$ cat src/rtl/supercar_pkg.sv
// Purpose: shared types and helpers for the supercar LED bar sequencer.
// Latency: n/a (types, constants and constant functions only).
// Backpressure: n/a.
package supercar_pkg;

    // Sweep sequencer states.
    typedef enum logic [1:0] {
        IDLE    = 2'd0,
        SCAN_UP = 2'd1,
        SCAN_DN = 2'd2,
        PAUSED  = 2'd3
    } scan_state_e;

    // Board default: clk cycles per step at the slowest speed level.
    localparam int unsigned BASE_DIV_DFLT = 1000000;

    // Divider counter width able to hold any period value up to base_div.
    function automatic int unsigned div_width(input int unsigned base_div);
        return $clog2(base_div + 1);
    endfunction

    // Step period for a speed level: the slowest level uses the full base
    // divisor and each level above it removes one (max_lvl+1)-th of it.
    // Clamped to 1 so a tiny base divisor never yields a zero-length period.
    function automatic int unsigned step_period(input int unsigned base_div,
                                                input int unsigned max_lvl,
                                                input int unsigned lvl);
        int unsigned p;
        p = (base_div * (max_lvl + 1 - lvl)) / (max_lvl + 1);
        return (p == 0) ? 1 : p;
    endfunction

endpackage : supercar_pkg

$ cat src/rtl/btn_press_pulse.sv
// Purpose: turns a synchronised button level into a one-cycle press pulse.
// Latency: 1 clk from the 0->1 level change to the registered pulse.
// Backpressure: none; a held button produces exactly one pulse.
//
// Ports:
//   clk_i   - system clock, rising edge
//   rst_i   - synchronous reset, active-high
//   lvl_i   - synchronised button level
//   pulse_o - registered one-cycle press pulse
module btn_press_pulse (
    input  logic clk_i,
    input  logic rst_i,
    input  logic lvl_i,
    output logic pulse_o
);

    logic hist_q;
    logic pulse_q;

    // History resets to 1: a button already held when reset releases looks
    // like an old press, so it must be released and pressed again to count.
    always_ff @(posedge clk_i) begin
        if (rst_i) begin
            hist_q  <= 1'b1;
            pulse_q <= 1'b0;
        end else begin
            hist_q  <= lvl_i;
            pulse_q <= lvl_i & ~hist_q;
        end
    end

    assign pulse_o = pulse_q;

endmodule : btn_press_pulse

$ cat src/rtl/supercar_scan_ctrl.sv
// Purpose: supercar LED bar sequencer - one lit LED sweeps end to end and bounces.
// Latency: outputs registered, change 1 clk after the causing press pulse or tick.
// Backpressure: none; button presses are accepted in every state.
//
// Ports:
//   clk_i         - system clock, rising edge
//   rst_i         - synchronous reset, active-high
//   btn_start_i   - start/pause button level (synchronised)
//   btn_up_i      - speed-up button level (synchronised)
//   btn_dn_i      - speed-down button level (synchronised)
//   leds_o        - one-hot LED position, all zero in IDLE
//   running_o     - high while sweeping (SCAN_UP/SCAN_DN)
//   dir_o         - 1 = moving toward the MSB
//   speed_lvl_o   - current speed level, 0 = slowest
module supercar_scan_ctrl
    import supercar_pkg::*;
#(
    parameter int unsigned N_LEDS   = 8,
    parameter int unsigned BASE_DIV = BASE_DIV_DFLT,
    parameter int unsigned MAX_LVL  = 7,
    parameter int unsigned INIT_LVL = 0
) (
    input  logic                             clk_i,
    input  logic                             rst_i,
    input  logic                             btn_start_i,
    input  logic                             btn_up_i,
    input  logic                             btn_dn_i,
    output logic [N_LEDS-1:0]                leds_o,
    output logic                             running_o,
    output logic                             dir_o,
    output logic [$clog2(MAX_LVL+1)-1:0]     speed_lvl_o
);

    localparam int unsigned LVL_W = $clog2(MAX_LVL + 1);
    localparam int unsigned CNT_W = div_width(BASE_DIV);

    // ------------------------------------------------------------------
    // Press pulses
    // ------------------------------------------------------------------
    logic start_p;
    logic up_p;
    logic dn_p;

    btn_press_pulse u_start (
        .clk_i   (clk_i),
        .rst_i   (rst_i),
        .lvl_i   (btn_start_i),
        .pulse_o (start_p)
    );

    btn_press_pulse u_up (
        .clk_i   (clk_i),
        .rst_i   (rst_i),
        .lvl_i   (btn_up_i),
        .pulse_o (up_p)
    );

    btn_press_pulse u_dn (
        .clk_i   (clk_i),
        .rst_i   (rst_i),
        .lvl_i   (btn_dn_i),
        .pulse_o (dn_p)
    );

    // ------------------------------------------------------------------
    // State
    // ------------------------------------------------------------------
    scan_state_e        state_q;
    logic [N_LEDS-1:0]  leds_q;
    logic               running_q;
    logic               dir_q;
    logic [LVL_W-1:0]   lvl_q;
    logic [LVL_W-1:0]   lvl_d;
    logic               lvl_chg;
    logic [CNT_W-1:0]   cnt_q;
    logic [CNT_W-1:0]   per_m1;
    logic               tick;

    // Speed level next state: simultaneous up and dn cancel, both ends saturate.
    always_comb begin
        lvl_d = lvl_q;
        if (up_p && !dn_p && (lvl_q != LVL_W'(MAX_LVL))) begin
            lvl_d = lvl_q + 1'b1;
        end else if (dn_p && !up_p && (lvl_q != '0)) begin
            lvl_d = lvl_q - 1'b1;
        end
    end

    assign lvl_chg = (lvl_d != lvl_q);

    // Terminal count of the divider for the current level.
    assign per_m1 = CNT_W'(step_period(BASE_DIV, MAX_LVL, int'(lvl_q)) - 1);

    // running_q mirrors the SCAN_* states, so it gates the divider directly.
    assign tick = running_q && (cnt_q == per_m1);

    // ------------------------------------------------------------------
    // Sweep FSM, LED shift register, speed register and step divider
    // ------------------------------------------------------------------
    always_ff @(posedge clk_i) begin
        if (rst_i) begin
            state_q   <= IDLE;
            leds_q    <= '0;
            running_q <= 1'b0;
            dir_q     <= 1'b1;
            lvl_q     <= LVL_W'(INIT_LVL);
            cnt_q     <= '0;
        end else begin
            lvl_q <= lvl_d;

            case (state_q)
                IDLE: begin
                    if (start_p) begin
                        state_q   <= SCAN_UP;
                        leds_q    <= {{(N_LEDS-1){1'b0}}, 1'b1};
                        running_q <= 1'b1;
                        dir_q     <= 1'b1;
                    end
                end

                SCAN_UP, SCAN_DN: begin
                    // A start press beats a coincident tick: pause without shifting.
                    if (start_p) begin
                        state_q   <= PAUSED;
                        running_q <= 1'b0;
                    end else if (tick) begin
                        if (state_q == SCAN_UP) begin
                            leds_q <= leds_q << 1;
                            // Turn around on arrival so the end LED is lit
                            // for one full period, never skipped or doubled.
                            if (leds_q[N_LEDS-2]) begin
                                state_q <= SCAN_DN;
                                dir_q   <= 1'b0;
                            end
                        end else begin
                            leds_q <= leds_q >> 1;
                            if (leds_q[1]) begin
                                state_q <= SCAN_UP;
                                dir_q   <= 1'b1;
                            end
                        end
                    end
                end

                PAUSED: begin
                    if (start_p) begin
                        state_q   <= dir_q ? SCAN_UP : SCAN_DN;
                        running_q <= 1'b1;
                    end
                end

                default: begin
                    state_q <= IDLE;
                end
            endcase

            // Divider: a level change restarts the period so the new, possibly
            // shorter, period cannot be overrun. Pausing and resuming freeze
            // the count for that cycle so the sweep picks up where it stopped.
            if (lvl_chg || (state_q == IDLE)) begin
                cnt_q <= '0;
            end else if (running_q && !start_p) begin
                cnt_q <= tick ? '0 : cnt_q + 1'b1;
            end
        end
    end

    assign leds_o      = leds_q;
    assign running_o   = running_q;
    assign dir_o       = dir_q;
    assign speed_lvl_o = lvl_q;

endmodule : supercar_scan_ctrl

$ cat config.mk
export PLATFORM = sky130hd
export DESIGN_NAME = supercar_scan_ctrl
export DESIGN_NICKNAME = d
export VERILOG_FILES = /design/src/rtl/supercar_pkg.sv /design/src/rtl/btn_press_pulse.sv /design/src/rtl/supercar_scan_ctrl.sv
export SDC_FILE = /design/constraint.sdc
export NUM_CORES = 1
export LEC_CHECK = 0
export CAP_MARGIN = 20
export CORE_MARGIN = 3
export CORE_UTILIZATION = 40
export DETAILED_ROUTE_END_ITERATION = 7
export PLACE_DENSITY_LB_ADDON = 0.05
export SLEW_MARGIN = 20
export SYNTH_ARGS = -nofsm -noshare
export SYNTH_HDL_FRONTEND = slang
export SYNTH_SLANG_ARGS = --single-unit
$ cat constraint.sdc
create_clock -name clk_i -period 6.5 [get_ports clk_i]
set_clock_uncertainty 0.2 [all_clocks]
set_input_delay 1.3 -clock clk_i [delete_from_list [all_inputs] [get_ports clk_i]]
set_output_delay 1.3 -clock clk_i [all_outputs]
set_load 0.02 [all_outputs]
# ---- Yosys cells after proc, flatten, opt, wreduce, memory -nomap -nowiden
# Cells that the tools add are included.
dict set report word_totals {
  out_inout_bits 13
  elab_cells 89
  in_bits 5
  register_bits 41
}
dict set report op_classes {
  reduce_logical 21
  mul 1
  eq_ne 17
  n_bitwise 6
  mux 27
  n_addsub 5
}
# cell n
set op_table {}
lappend op_table {{$mux W20} 2}
lappend op_table {{$logic_not A32 Y1} 1}
lappend op_table {{$mul A14 B32 Y26 const A} 1}
lappend op_table {{$mux W8} 4}
lappend op_table {{$add A20 B1 Y20 const B} 1}
lappend op_table {{$eq A20 B20 Y1} 1}
lappend op_table {{$sub A20 B1 Y20 const B} 1}
lappend op_table {{$mux W2} 8}
lappend op_table {{$pmux W8 S2} 1}
lappend op_table {{$ne A3 B3 Y1 const B} 3}
lappend op_table {{$ne A2 B1 Y1 const B} 4}
lappend op_table {{$ne A4 B3 Y1 const B} 2}
lappend op_table {{$mux W1} 7}
lappend op_table {{$logic_and A1 B1 Y1} 6}
lappend op_table {{$mux W3} 2}
lappend op_table {{$pmux W2 S3} 1}
lappend op_table {{$reduce_and A6 Y1} 1}
lappend op_table {{$reduce_or A2 Y1} 3}
lappend op_table {{$reduce_and A5 Y1} 1}
lappend op_table {{$sub A4 B3 Y5 const A} 1}
lappend op_table {{$eq A2 B2 Y1 const B} 2}
lappend op_table {{$ne A2 B2 Y1 const B} 2}
lappend op_table {{$pmux W1 S2} 2}
lappend op_table {{$reduce_and A4 Y1} 1}
lappend op_table {{13 further kinds} 19}

# ---- Logic depth before layout (Yosys ltp)
# Gate-level depths: netlist of the first run.
dict set report depth {
  depth_word 10
  depth_mapped 26
  mapped_depth_nobuf 23
}

# ---- Cells and area by module
# From an unflattened synthesis of the first run, not the netlist that was laid out.
dict set report hier_totals {
  hier_cells 382
  hier_area_um2 3279.4
}
# module instances area_each_um2 cells_per_inst seq_area_each_um2
set by_module_without_submodules {}
lappend by_module_without_submodules {supercar_scan_ctrl 1 3103.0 370 700.7}
lappend by_module_without_submodules {btn_press_pulse 3 58.8 4 40.0}

# ---- Worst setup path before layout of the first run
# Ideal clock, no wire load.
dict set report synth_timing {
  path_type {register -> register}
  startpoint {reg lvl_q[0] (netlist: speed_lvl_o[0])}
  endpoint {reg cnt_q[5]}
  slack_ns -0.286
  t_required_ns 6.185
  path_buffers 3
  arrival_time_ns 6.471
  setup_time_ns 0.115
  stages_incl_launch_ff 26
  synth_period_minus_slack_ns 6.786
  cell_sequence {dfxtp_1 > clkbuf_1 > inv_1 > ha_1 > buf_1 > xor2_1 > ha_1 > inv_1 > fa_1 > inv_1 > ha_1 > ha_1 > ha_1 > ha_1 > ha_1 > fa_1 > nor4b_1 > nand4_1 > or3_2 > a21bo_2 > a21oi_1 > nand3_1 > or3_4 > o21bai_4 > buf_12 > nor2_2}
}
dict set report synth_via {
  elab_chain_cells 8
  elab_cells_between_ends 19
  classes_between {add/sub: 4; mul: 1; eq/ne: 3; mux: 4; reduce/logical: 7}
}
# item line
set synth_rtl {}
lappend synth_rtl {{start: declaration} supercar_scan_ctrl.sv:72} ;# logic [LVL_W-1:0] lvl_q;
lappend synth_rtl {{start signal: assignment} supercar_scan_ctrl.sv:106} ;# lvl_q <= LVL_W'(INIT_LVL);
lappend synth_rtl {{start signal: assignment} supercar_scan_ctrl.sv:109} ;# lvl_q <= lvl_d;
lappend synth_rtl {{$sub A4 B3 Y5} supercar_pkg.sv:29} ;# p = (base_div * (max_lvl + 1 - lvl)) / (max_lvl + 1);
lappend synth_rtl {{$mul A14 B32 Y26} supercar_pkg.sv:29}
lappend synth_rtl {{$logic_not A32 Y1} supercar_pkg.sv:30} ;# return (p == 0) ? 1 : p;
lappend synth_rtl {{$mux W20} supercar_pkg.sv:30}
lappend synth_rtl {{$sub A20 B1 Y20} supercar_scan_ctrl.sv:92} ;# assign per_m1 = CNT_W'(step_period(BASE_DIV, MAX_LVL, int'(lvl_q)) - 1);
lappend synth_rtl {{$eq A20 B20 Y1} supercar_scan_ctrl.sv:95} ;# assign tick = running_q && (cnt_q == per_m1);
lappend synth_rtl {{$logic_and A1 B1 Y1} supercar_scan_ctrl.sv:95}
lappend synth_rtl {{$mux W20} supercar_scan_ctrl.sv:163} ;# cnt_q <= tick ? '0 : cnt_q + 1'b1;
lappend synth_rtl {{end signal: assignment} supercar_scan_ctrl.sv:163}
lappend synth_rtl {{end: declaration} supercar_scan_ctrl.sv:75} ;# logic [CNT_W-1:0] cnt_q;
# Several ways; a longest one is shown, not always the timed one.
# A chain may end at the register's enable or synchronous reset.

# ---- Worst setup path in the final report of the first run
dict set report layout_timing {
  startpoint {reg lvl_q[1] (netlist: speed_lvl_o[1])}
  endpoint {reg leds_q[1] (netlist: leds_o[1])}
}
dict set report layout_via {
  elab_chain_cells 9
}
# item line
set layout_rtl {}
lappend layout_rtl {{$sub A4 B3 Y5 (*)} supercar_pkg.sv:29}
lappend layout_rtl {{$mul A14 B32 Y26 (*)} supercar_pkg.sv:29}
lappend layout_rtl {{$logic_not A32 Y1} supercar_pkg.sv:30}
lappend layout_rtl {{$mux W20 (*)} supercar_pkg.sv:30}
lappend layout_rtl {{$sub A20 B1 Y20 (*)} supercar_scan_ctrl.sv:92}
lappend layout_rtl {{$eq A20 B20 Y1 (*)} supercar_scan_ctrl.sv:95}
lappend layout_rtl {{$logic_and A1 B1 Y1 (*)} supercar_scan_ctrl.sv:95}
lappend layout_rtl {{$ne A2 B2 Y1 (no source line) (*)} -}
lappend layout_rtl {{$reduce_and A4 Y1 (no source line) (*)} -}
lappend layout_rtl {{end signal: assignment} supercar_scan_ctrl.sv:115} ;# leds_q <= {{(N_LEDS-1){1'b0}}, 1'b1};
lappend layout_rtl {{end signal: assignment} supercar_scan_ctrl.sv:128} ;# leds_q <= leds_q << 1;
lappend layout_rtl {{end signal: assignment} supercar_scan_ctrl.sv:136} ;# leds_q <= leds_q >> 1;
lappend layout_rtl {{end: declaration} supercar_scan_ctrl.sv:69} ;# logic [N_LEDS-1:0] leds_q;
# Mark *: on every way between the ends. The rest lies on a longest branch, timed or not.

==> impl_results.md, run 1 <==
- TritonCTS Buffers: 5
- Post-synth top area share: 23.6%
- Clk pin slew, worst setup/hold paths: 0.09 ns
- Via/cell ratio: 5.34
- DR iter-0 viols: 145
- Num ports: 18
- Antenna diode count: 0
- Global-route wire length before repair: 13.9 mm
- DR DRC count: 0
- Htree depth: 2
- Hold Crit Class: flop to flop
- CP required: 6.46 ns
- Largest net degree at the start of global routing: 23
- Syn_area_per_cell: 8.55 sq um
- Worst-path maximum fanout: 7
- Slew headroom: 46.6%
- Skew-Pair Late Insertion Delay: 0.30 ns
- WHS: 0.189 ns
- Area grow syn2layout: 14.4%
- Initial Util: 41.7%
- TritonCTS clock tree: yes
- CTS Sinks: 41
- DP HPWL: 6.16 mm
- Setup ws final: 0.342 ns
- Synthesized cell area: 3480 sq um
- Core ar.: 8340 sq um
- Detailed-route via count: 2886
- Max Clk Rate: 0.162 GHz
- Startpoint Class: flop
- Post-synth net total: 460
- CTS Hold Bufs: 0
- Max Cap Viol: 0
- Power density cells: 162 nW/um^2
- Type of the worst setup path: flop to flop
- Wire length per cell: 15.0 microns
- Worst EP arrival: 6.11 ns
- Final Max Tran Viols: 0
- Top post-synthesis cells by area: dfxtp_1, ha_1, xnor2_1
- Grt total ovfl: 0
- Root buf cell: clkbuf_8
- Vias in the first global route: 2906
- Number of nets with antenna violations after routing: 0
- Final net count: 487
- Post-synth ARST share: 0%
- Outcome: finished, final reports clean
- Ys flop type: dfxtp_1
- Setup violations, final: 0
- Final RePlAce weighted congestion: 0.929
- Commonest non-fill, non-tap cell in the layout: ha_1
- Syn. warnings: 0
- Die width: 99.3 microns
- Sequential share of the synthesized area: 23.6%
- Longest Clk Path Bufs: 2
- Syn Inst Count: 407
- Post-synthesis cell type count: 66
- Post-Route WL: 8.11 mm
- DRT Pass-1 Iters: 4
- FP Rows: 33
- Initial antenna violation count: 0
- I/O Buffers: 17
- Peak supply drop: 0.0816 mV
- Fin. Hold Viols: 0
- Leak: 1.49 nW
- Post-synth top area cell: dfxtp_1
- CP endpoint kind: flop
- Die area: 9850 sq um
- Most frequent cells in the layout: ha_1, dfxtp_1, nor2_1
- Die Y: 99.3 microns
- Share of cells above drive strength 1: 15.9%
- FF+latch count, synth: 41
- All-Layer GR Usage: 17.1%
- Worst-Margin Slew: 0.798 ns
- Final Critical Period: 6.16 ns
- Post-Place Setup Slack: 0.0736 ns
- Ratio of final minimum period to clock period: 94.7%
- Post-synth EDFFs: 0
-- routing by layer --
metal	track usage [%]	vias to the layer above	part of all wire [%]
met5	0	-	0
met4	5.25	0	1.8
met3	2.38	12	2.8
met2	26.6	49	44
met1	24.5	1331	51
li1	-	1494	-
-- registers in the layout, summed over array words and instances (netlist names) --
signal / cells
cnt_q: 20
dir_o: 1
leds_o: 8
running_o: 1
speed_lvl_o: 3
state_q: 2
u_dn.hist_q: 1
u_dn.pulse_o: 1
u_start.hist_q: 1
u_start.pulse_o: 1
u_up.hist_q: 1
u_up.pulse_o: 1
-- worst max-delay path, stage by stage, from the launching register on --
cell and delay, ns:
dfxtp_1 0.33, inv_1 0.07, ha_1 0.20, ha_2 0.41, xor2_1 0.17, ha_1 0.28, ha_1 0.28, ha_1 0.31
ha_1 0.30, ha_1 0.20, ha_1 0.28, ha_1 0.23, fa_2 0.49, nor4b_4 0.26, nand4_1 0.15, or3_2 0.54
a21bo_2 0.22, a21oi_2 0.17, nand4b_1 0.17, nor4_4 0.27, clkdlybuf4s15_2 0.29, nand3b_1 0.12, a21oi_1 0.07
-- power breakdown --
group | leakage (nW) | switching, W | total (W) | internal, W
Combinational | 1.11 | 0.000118 | 0.000207 | 0.0000890
Clock | 0.0447 | 0.000101 | 0.000179 | 0.0000777
Sequential | 0.332 | 0.00000283 | 0.000257 | 0.000254
Total | 1.49 | 0.000222 | 0.000643 | 0.000421
-- what timing repair did --
item / in CTS / in global routing
setup buffers: 0 / 2
gates resized for setup: 0 / 12
setup endpoints to repair: 0 / 29
endpoints found under the hold margin: 0 / 0
-- through the flow --
step	TNS [ns]	utilization, %	total power, W	cell area (sq um)	instances
2_1_floorplan	0	-	0.000412	3490	407
3_3_place_gp	0	45.6	0.000457	3800	529
3_5_place_dp	0	45.6	0.000457	3800	529
4_1_cts	0	46.7	0.000640	3890	537
5_1_grt	-0.00527	47.7	0.000687	3980	540
6_report	0	47.7	0.000643	3980	540
-- path summary, 6_finish.rpt --
kind                                startpoint         endpoint  slack [ns]  depth (start not counted)
worst min register to register  u_start.hist_q  u_start.pulse_o        0.19                          1
worst max register to register  speed_lvl_o[1]        leds_o[1]        0.34                         22
worst max-delay path            speed_lvl_o[1]        leds_o[1]        0.34                         22
worst min-delay path            u_start.hist_q  u_start.pulse_o        0.19                          1
-- cell usage after synthesis (3+ instances only) --
master     n
ha_1      44
dfxtp_1   41
nor2_1    37
inv_1     27
nand2_1   25
a21oi_1   24
xnor2_1   19
nand3_1   15
xor2_1    15
nor2_2    10
nor3_1     9
mux2i_1    8
nor3b_1    8
and3_1     7
mux2_2     7
nand4_1    7
nand3b_1   6
o21ai_0    6
clkbuf_1   5
nand2b_1   5
nor2b_1    5
nor4_1     5
o211ai_1   5
fa_1       4
or2_2      4
buf_2      3
nand4b_1   3
nor4b_1    3
or3_1      3
-- cell type report --
type	count	area, sq um
Inverter	27	101
Multi-Input combinational cell	327	2540
Tap cell	105	131
Clock buffer	5	68.8
Fill cell	850	4360
Timing Repair Buffer	32	290
Clock inverter	3	25.0
Sequential cell	41	822
-- kinds of logic (layout without fill, tap and decap cells) --
family | count (synthesis) | after routing | synth area share (%)
fa+ha+maj | 48 | 48 | 18.1
xor+xnor | 34 | 34 | 8.56
flops | 41 | 41 | 23.6
compound gates | 58 | 58 | 11.3
mux | 15 | 15 | 4.57
buf+inv | 39 | 67 | 5.11
other cells | 1 | 1 | 0.108
simple gates | 171 | 171 | 28.6
(Power assumes the default switching activity.)
==> inputs of run 2 (changes only) <==
--- a/config.mk
+++ b/config.mk
@@ -5,10 +5,13 @@
 export SDC_FILE = /design/constraint.sdc
 export NUM_CORES = 1
 export LEC_CHECK = 0
+export ABC_AREA = 1
 export CAP_MARGIN = 20
 export CORE_MARGIN = 3
 export CORE_UTILIZATION = 40
 export DETAILED_ROUTE_END_ITERATION = 7
+export GPL_TIMING_DRIVEN = 0
+export MAX_ROUTING_LAYER = met4
 export PLACE_DENSITY_LB_ADDON = 0.05
 export SLEW_MARGIN = 20
 export SYNTH_ARGS = -nofsm -noshare
==> impl_results.md, run 2 <==
- Post-synth ARST share: 0% (unchanged)
- Final net count: 578 (was 487)
- DRT Pass-1 Iters: 4 (unchanged)
- Final Max Tran Viols: 0 (unchanged)
- Sequential power share: 29.3% (was 40.0%)
- Sequential share of the synthesized area: 23.7% (was 23.6%)
- Power density cells: 244 nW/um^2 (was 162 nW/um^2)
- Flop2flop setup slack: 0.49 ns (was 0.34 ns)
- Worst-path maximum fanout: 10 (was 7)
- Synth top cells by count: nand2_1, nor2_1, inv_1 (was ha_1, dfxtp_1, nor2_1)
- Setup violations, final: 0 (unchanged)
- CP endpoint kind: flop (unchanged)
- Share of cells above drive strength 1: 9.32% (was 15.9%)
- Antenna diode count: 0 (unchanged)
- Combinational family with the most area after synthesis: simple AND/OR/NAND/NOR gates (unchanged)
- Area grow syn2layout: 12.6% (was 14.4%)
- Longest Clk Path Bufs: 2 (unchanged)
- Syn. warnings: 0 (unchanged)
- FF-to-FF path depth: 35 (was 22)
- Final Critical Period: 6.01 ns (was 6.16 ns)
- Clock share of power: 17.3% (was 27.8%)
- DR iter-0 viols: 133 (was 145)
- Initial antenna violation count: 0 (unchanged)
- Internal power: 0.000537 W (was 0.000421 W)
- Post-synth top area share: 23.7% (was 23.6%)
- Core ar.: 8300 sq um (was 8340 sq um)
- Sw frac: 43.4% (was 34.5%)
- Worst EP arrival: 5.97 ns (was 6.11 ns)
- Hold Crit Class: flop to flop (unchanged)
- DP HPWL: 6.32 mm (was 6.16 mm)
- Initial Util: 41.7% (about the same)
- Crit-path leading delay family: adder cells (unchanged)
- Reg-to-Reg Start: speed_lvl_o[0] (was speed_lvl_o[1])
- Hold worst-path end: u_dn.pulse_o (was u_start.pulse_o)
- Xor and xnor area share after synthesis: 5.57% (was 8.56%)
- Synth Area in Adders: 18.2% (was 18.1%)
- Post-Route WL: 7.88 mm (was 8.11 mm)
- Ys flop type: dfxtp_1 (unchanged)
- Max reg flops: 20 (unchanged)
- Fillers: 888 (was 850)
- RSZ-0062 raised after global routing: no
- Worst-Margin Slew: 0.558 ns (was 0.798 ns)
- CTS Sinks: 41 (unchanged)
- Hold path depth: 1 (unchanged)
- Largest net degree at the start of global routing: 13 (was 23)
- Comb power frac: 53.4% (was 32.2%)
- Reg2reg end: dir_o (was leds_o[1])
- Syn Inst Count: 499 (was 407)
- Via/cell ratio: 4.91 (was 5.34)
- TritonCTS clock tree: yes (unchanged)
- Type of the worst setup path: flop to flop (unchanged)
- Post-synth EDFFs: 0 (unchanged)
- CTS Hold Bufs: 0 (unchanged)
- Mux contribution to synthesized area: 0% (was 4.57%)
- FP Rows: 33 (unchanged)
- Commonest non-fill, non-tap cell in the layout: nand2_1 (was ha_1)
- Cells after DPL: 620 (was 529)
- Leak: 1.69 nW (was 1.49 nW)
- Clk pin slew, worst setup/hold paths: 0.08 ns (was 0.09 ns)
- Reg with most FFs: cnt_q (unchanged)
- Slowest cell on the critical path: fa_1 (was or3_2)
- Top-count cell post-synth: nand2_1 (was ha_1)
- Detailed-route via count: 3096 (was 2886)
- Vias in the first global route: 2987 (was 2906)
- Post-synth net total: 552 (was 460)
- Slowest stage delay, CP: 0.51 ns (was 0.54 ns)
- Post-synth top area cell: dfxtp_1 (unchanged)
- Max Clk Rate: 0.167 GHz (was 0.162 GHz)
- Post-Synth Simple-Gate Area: 33.7% (was 28.6%)
- Final RePlAce weighted congestion: 0.887 (was 0.929)
- Root buf cell: clkbuf_8 (unchanged)
- Num ports: 18 (unchanged)
- Startpoint Class: flop (unchanged)
- Top post-synthesis cells by area: dfxtp_1, ha_1, nand2_1 (was dfxtp_1, ha_1, xnor2_1)
- Htree depth: 2 (unchanged)
- Global-route wire length before repair: 13.9 mm (about the same)
- Number of nets with antenna violations after routing: 0 (unchanged)
- CP required: 6.47 ns (was 6.46 ns)
- Wire length per cell: 12.5 microns (was 15.0 microns)
- Non-Filler Instances: 631 (was 540)
- Ratio of final minimum period to clock period: 92.4% (was 94.7%)
- DR DRC count: 0 (unchanged)
- Peak supply drop: 0.216 mV (was 0.0816 mV)
- Slew headroom: 62.5% (was 46.6%)
- FF+latch count, synth: 41 (unchanged)
- I/O Buffers: 16 (was 17)
- Total Neg Setup Slack: 0 ns (unchanged)
- Compound-Gate Fraction of Synth Area: 8.21% (was 11.3%)
- All-Layer GR Usage: 17.6% (was 17.1%)
- Die width: 99.0 microns (was 99.3 microns)
- Max Cap Viol: 0 (unchanged)
- Outcome: finished, final reports clean (unchanged)
- Skew-Pair Late Insertion Delay: 0.29 ns (was 0.30 ns)
- Hold_sp: u_dn.hist_q (was u_start.hist_q)
- Die area: 9800 sq um (was 9850 sq um)
- Most frequent cells in the layout: nand2_1, nor2_1, inv_1 (was ha_1, dfxtp_1, nor2_1)
- Total power: 0.000948 W (was 0.000643 W)
- CP Buf/Inv Count: 7 (was 2)
- Fin. Hold Viols: 0 (unchanged)
- Synthesized cell area: 3460 sq um (was 3480 sq um)
- Grt total ovfl: 0 (unchanged)
- Die Y: 99.0 microns (was 99.3 microns)
- Syn_area_per_cell: 6.93 sq um (was 8.55 sq um)
- P_sw: 0.000412 W (was 0.000222 W)
- TritonCTS Buffers: 5 (unchanged)
- Post-synthesis cell type count: 40 (was 66)
-- run 2: changes by cell type in the layout (fill, tap and decap cells not counted), moves of 6 or more --
cell      delta
and3_1       -7
nand2_1     +67
inv_1       +42
buf_4       -11
xnor2_1     -12
mux2_2       -7
o21ai_0      +9
nor3_1      +13
clkbuf_1     +6
mux2i_1      -8
nor2_1      +33
nand3_1     +14
-- run 2: worst max path at each step --
| stage | startpoint | end | cells after the start |
|---|---|---|---|
| final | speed_lvl_o[0] | dir_o | 35 |
| after global routing | speed_lvl_o[0] | dir_o | 35 |
| after detailed placement | speed_lvl_o[0] | cnt_q[13] | 31 |
| after CTS | speed_lvl_o[0] | cnt_q[13] | 31 |
| after global placement | speed_lvl_o[0] | cnt_q[3] | 31 |
| after floorplan | speed_lvl_o[0] | cnt_q[9] | 31 |
-- run 2: through the flow --
stage | setup slack (ns) | area [sq um] | hold WS, ns | util, %
after floorplan | 0.752 | 3460 | 0.173 | -
after global placement | 0.126 | 3750 | 0.178 | 45.2
after detailed placement | 0.0823 | 3750 | 0.178 | 45.2
after CTS | 0.0532 | 3830 | 0.189 | 46.2
after global routing | 0.00846 | 3890 | 0.198 | 46.9
final | 0.495 | 3890 | 0.190 | 46.9
-- run 2: layer usage --
metal | vias up | routed length, microns | track usage (%)
met4 | 0 | 119 | 4.62
met5 | - | 0 | -
met3 | 9 | 206 | 2.12
met2 | 38 | 3660 | 28.5
li1 | 1646 | - | -
met1 | 1403 | 3890 | 23.4
-- run 2: worst reg2reg max path: cells and delay by family, from the launching register on --
| kind | cells | cell delay [ns] |
|---|---|---|
| adder cells (fa/ha/maj) | 9 | 2.75 |
| flip-flops | 1 | 0.39 |
| AND/OR/NAND/NOR | 19 | 1.75 |
| buffers and inverters | 7 | 0.81 |
-- run 2: area by class of cell --
type	count	area, sq um	area share [%]
multi-input combinational	374	2300	59.0
clock inverter	2	10.0	0.257
inverter	75	289	7.43
sequential	41	826	21.2
tap	105	131	3.38
buffer	9	72.6	1.86
clock buffer	6	72.6	1.86
timing repair buffer	19	195	5.01
-- run 2: cell families (layout without fill, tap and decap cells) --
logic type / after synthesis / count (layout)
AOI/OAI and AO/OA: 48 / 48
other: 1 / 1
adders and majority gates: 48 / 48
xor gates and xnor gates: 22 / 22
buffers and inverters: 84 / 111
DFF: 41 / 41
and+or+nand+nor: 255 / 255
-- run 2: timing repair --
item | CTS | global route
setup buffers | 0 | 3
gates resized for setup | 0 | 7
setup endpoints to repair | 0 | 30
-- run 2: power groups by stage --
stage,clock network [W],registers (W),logic [W]
6_report,0.000164,0.000278,0.000507
5_1_grt,0.000180,0.000281,0.000584
4_1_cts,0.000169,0.000278,0.000490
3_5_place_dp,0,0.000284,0.000486
3_3_place_gp,0,0.000284,0.000484
2_1_floorplan,0,0.000288,0.000373
